$ cat src/rtl/picoblaze_int_ctrl.sv
// picoblaze_int_ctrl: edge-captured, masked, fixed-priority interrupt controller with KCPSM6 port registers
module picoblaze_int_ctrl #(
  parameter int N_SRC = 8,
  parameter logic [7:0] PORT_STATUS = 8'h10,
  parameter logic [7:0] PORT_MASK = 8'h11,
  parameter logic [7:0] PORT_ACK = 8'h12,
  parameter logic [7:0] PORT_VECTOR = 8'h13
) (
  input  logic             clk,
  input  logic             reset,
  input  logic [N_SRC-1:0] irq_src,
  input  logic [7:0]       port_id,
  input  logic             write_strobe,
  input  logic             k_write_strobe,
  input  logic             read_strobe,
  input  logic [7:0]       out_port,
  input  logic             interrupt_ack,
  output logic             interrupt,
  output logic [7:0]       rd_data,
  output logic             rd_hit
);
  typedef enum logic [1:0] {IDLE, REQ, SERVICE} state_t;
  state_t state, state_nxt;
  logic [N_SRC-1:0] src_q, pend, mask, rise, act, ack_clr;
  logic [2:0] vec_idx, vec_nxt, low;
  logic [7:0] pend8, mask8, vec_reg;
  logic wr, unused_rd;
  assign unused_rd = read_strobe;
  assign wr = write_strobe | k_write_strobe;
  assign rise = irq_src & ~src_q;
  assign act = pend & mask;
  assign ack_clr = (wr && port_id == PORT_ACK) ? out_port[N_SRC-1:0] : '0;
  assign pend8 = 8'(pend);
  assign mask8 = 8'(mask);
  assign vec_reg = {state != IDLE, 4'b0, vec_idx};
  always_comb begin
    low = '0;
    for (int i = N_SRC - 1; i >= 0; i--)
      if (act[i]) low = 3'(i);
  end
  // vec_idx is zeroed on every return to IDLE so an idle VECTOR read is 8'h00
  always_comb begin
    state_nxt = state;
    vec_nxt = vec_idx;
    case (state)
      IDLE: if (act != '0) begin
        state_nxt = REQ;
        vec_nxt = low;
      end
      REQ: if (interrupt_ack) state_nxt = SERVICE;
        else if (act == '0) begin
          state_nxt = IDLE;
          vec_nxt = '0;
        end
      SERVICE: if (!pend8[vec_idx]) begin
        state_nxt = IDLE;
        vec_nxt = '0;
      end
      default: begin
        state_nxt = IDLE;
        vec_nxt = '0;
      end
    endcase
  end
  always_ff @(posedge clk) begin
    src_q <= irq_src;
    if (!reset) begin
      pend <= '0;
      mask <= '0;
      vec_idx <= '0;
      state <= IDLE;
      interrupt <= 1'b0;
      rd_data <= '0;
      rd_hit <= 1'b0;
    end else begin
      pend <= (pend & ~ack_clr) | rise;
      mask <= (wr && port_id == PORT_MASK) ? out_port[N_SRC-1:0] : mask;
      vec_idx <= vec_nxt;
      state <= state_nxt;
      interrupt <= state_nxt == REQ;
      rd_data <= port_id == PORT_STATUS ? pend8 :
                 port_id == PORT_MASK   ? mask8 :
                 port_id == PORT_VECTOR ? vec_reg : 8'h00;
      rd_hit <= port_id == PORT_STATUS || port_id == PORT_MASK ||
                port_id == PORT_ACK || port_id == PORT_VECTOR;
    end
  end
endmodule

$ cat config.mk
export PLATFORM = sky130hd
export DESIGN_NAME = picoblaze_int_ctrl
export DESIGN_NICKNAME = d
export VERILOG_FILES = /design/src/rtl/picoblaze_int_ctrl.sv
export SDC_FILE = /design/constraint.sdc
export NUM_CORES = 1
export LEC_CHECK = 0
export CORE_UTILIZATION = 49
export DETAILED_ROUTE_END_ITERATION = 6
export GPL_TIMING_DRIVEN = 0
export PLACE_DENSITY_LB_ADDON = 0.3
export SETUP_SLACK_MARGIN = 0.3
export SLEW_MARGIN = 25
export SYNTH_ARGS = -nofsm -noshare
export SYNTH_HDL_FRONTEND = slang
export SYNTH_SLANG_ARGS = --single-unit
$ cat constraint.sdc
create_clock -name clk -period 2.6 [get_ports clk]
set_input_delay 0.52 -clock clk [delete_from_list [all_inputs] [get_ports clk]]
set_output_delay 0.52 -clock clk [all_outputs]
set_load 0.03 [all_outputs]
==> out/metrics.csv <==
metric;value;unit
Leakage;0.742;nW
WP buf/inv;2;
Synth top area share;48.4;%
Synth area leaders;dfxtp_1 (48%), mux2i_1 (11%), nor2b_1 (6.6%);
Vias/cell;5.44;
layout net count;230;
fillers;258;
Post-DP HPWL;2.46;mm
max-cap violation count;0;
cell count along the critical path;7;
DIE WIDTH;59.4;um
Critical Path AT;2.24;ns
residual DRC count;0;
slowest CP cell;clkdlybuf4s50_1;
postcts setup bufs;0;
maximum root-to-sink buffer count;2;
FP Rows;20;
Final Util;68.2;%
crit path max fanout;8;
H-tree levels;2;
Final Slew Violations;0;
CTS tree;built;
First-pass DRT Iterations;5;
post-route cell area;2100;um2
port bufs;37;
Tmin final;2.01;ns
Hold Vio Cnt, Final;0;
setup TNS;0;ns
worst path cell trace;clkdlybuf4s50_1 -> nor4_2 -> o2111ai_1 -> nor3b_1 -> buf_4 -> mux2i_1 -> nor2b_1;
pwr dens;483;nW/um2
I/O pin total;40;
total CTS buffers;5;
initial antenna violation count;0;
layout cells sized above 1;6.97;%
Seq cells post-synth;39;
largest net degree at the start of global routing;13;
worst relative slew slack;68.2;%
required time worst endpoint;2.84;ns
vias in the first global route;1283;
Final Cycle Share;77.3;%
RSZ-0062 raised after global routing;no;
routed vias;1333;
syn_nets;186;
Cell Area, Synth;1610;um2
R2R depth;5;
ANT cells;0;
critical path startpoint category;input port;
CP peak stage delay;0.41;ns
Initial Utilization;52.4;%
area of the core;3080;um2
Max IR drop VDD;0.000362;V
CP Class;input port to register;
Mean Syn Cell Area;10.3;um2
routed len/inst;13.2;um
Yosys warning total;0;
Final Setup Violations;0;
HP Class;register to register;
Synth-to-Final Area Change;30.1;%
commonest cells after routing, fill and taps aside;dfxtp_1 (39), clkdlybuf4s50_1 (37), mux2i_1 (17), nor2b_1 (17), nor2_1 (11);
total global-route track usage;21.2;%
post-synthesis sequential area ratio;48.4;%
most common cell after layout, fill and taps aside;dfxtp_1;
FMAX;498;MHz
worst hold stages;2;
Setup Skew;0.00956;ns
Synth Instances;156;
DRT iter0 DRCs;51;
first-pass GRT wire length;5.42;mm
Total Wirelength;3.22;mm
synth unique cells;35;
top cell family by delay on the critical path;simple AND/OR/NAND/NOR gates;
clk sinks;39;
Skew-Pair Late Insertion Delay;0.35;ns
GPL Wtd Cong;0.908;
gr ovfl total;0;
Die Span Y;59.4;um
Worst-Margin Slew;0.476;ns
Placed Area;2040;um2
Reg clk slew, reported paths;0.10;ns
final worst setup slack;0.591;ns
Post-DRT Antenna Nets;0;
outcome;complete, no violations;
clock root buffer;clkbuf_4;
DIE AREA;3530;um2
Synth area leader;dfxtp_1;
CP Capture Type;register;
pre-CTS setup slack;0.147;ns
-- Yosys cell counts, drive strengths merged --
cell type / count
dfxtp: 39
mux2i: 17
nor2b: 17
nor2: 11
a21boi: 8
o21a: 8
nand2: 6
a31oi: 5
nor3b: 5
clkbuf: 4
nor3: 4
a21oi: 3
a31o: 3
nand2b: 3
a222oi: 2
and3b: 2
buf: 2
inv: 2
nand3: 2
a22o: 1
a22oi: 1
a32o: 1
and2b: 1
mux4: 1
nand3b: 1
nand4: 1
nand4b: 1
nor4: 1
o2111ai: 1
o21ai: 1
or3b: 1
xor2: 1
-- layer usage --
layer,vias to the layer above,wire [um],part of all wire (%),GRT usage [%]
li1,656,-,-,-
met1,614,1340,42,21.8
met3,10,209,6.5,5.90
met5,-,0,0,0
met4,0,80,2.5,11.6
met2,53,1590,49,38.5
-- where the power goes --
part / switching, mW / internal, mW / total [mW]
combinational: 0.0335 / 0.0621 / 0.0956
clock: 0.188 / 0.104 / 0.293
sequential: 0.0140 / 0.613 / 0.627
-- through the flow --
| step | std cells | power, mW | hold slack, ns |
|---|---|---|---|
| final | 245 | 1.02 | 0.550 |
| after global routing | 245 | 1.06 | 0.577 |
| after CTS | 245 | 1.03 | 0.561 |
| after detailed placement | 237 | 0.735 | 0.536 |
| after global placement | 237 | 0.732 | 0.518 |
| after floorplan | 156 | 0.678 | 0.505 |
-- state kept, by name, summed over array words and instances, names as in the netlist --
name / cells
state: 2
interrupt: 1
src_q: 8
pend: 8
rd_hit: 1
mask: 8
rd_data: 8
vec_idx: 3
-- repair_timing --
| item | CTS | global route |
|---|---|---|
| hold buffers | 0 | 0 |
| gates resized for setup | 0 | 1 |
| hold endpoints to repair | 0 | 0 |
| setup endpoints to repair | 0 | 5 |
-- tightest hold or removal path, stage by stage (launching register included) --
cell and delay (ns):
dfxtp_1 0.31, nor2b_1 0.10, o21a_1 0.12
-- final timing paths --
| check | endpoint | slack (ns) | start |
|---|---|---|---|
| max | mask[1]$_SDFFE_PN0P_ | 0.59 | port_id[7] |
| min | pend[1]$_SDFF_PN0_ | 0.55 | src_q[1]$_DFF_P_ |
| min reg2reg | pend[1]$_SDFF_PN0_ | 0.55 | src_q[1]$_DFF_P_ |
| max reg2reg | vec_idx[0]$_SDFFE_PN0P_ | 0.82 | vec_idx[0]$_SDFFE_PN0P_ |
-- logic make-up (layout without fill, tap and decap cells) --
group,Yosys count,count (layout),share of synthesized area [%]
AO/OA/AOI/OAI,34,34,16.3
flip-flops,39,39,48.4
buffers and inverters,8,53,2.17
XOR/XNOR,1,1,0.543
multiplexers,18,18,12.2
AND/OR/NAND/NOR,56,56,20.5
-- final cells by class --
class                           count  area (um2)  area share (%)
Clock buffer                        6        41.3            1.97
Inverter                            2        7.51           0.358
Sequential cell                    39         781            37.2
Clock inverter                      2        12.5           0.596
Buffer                              6        27.5            1.31
Multi-Input combinational cell    109         805            38.3
Timing Repair Buffer               37         370            17.6
Tap cell                           44        55.1            2.62
No activity file was read; power rests on OpenSTA's default activity.
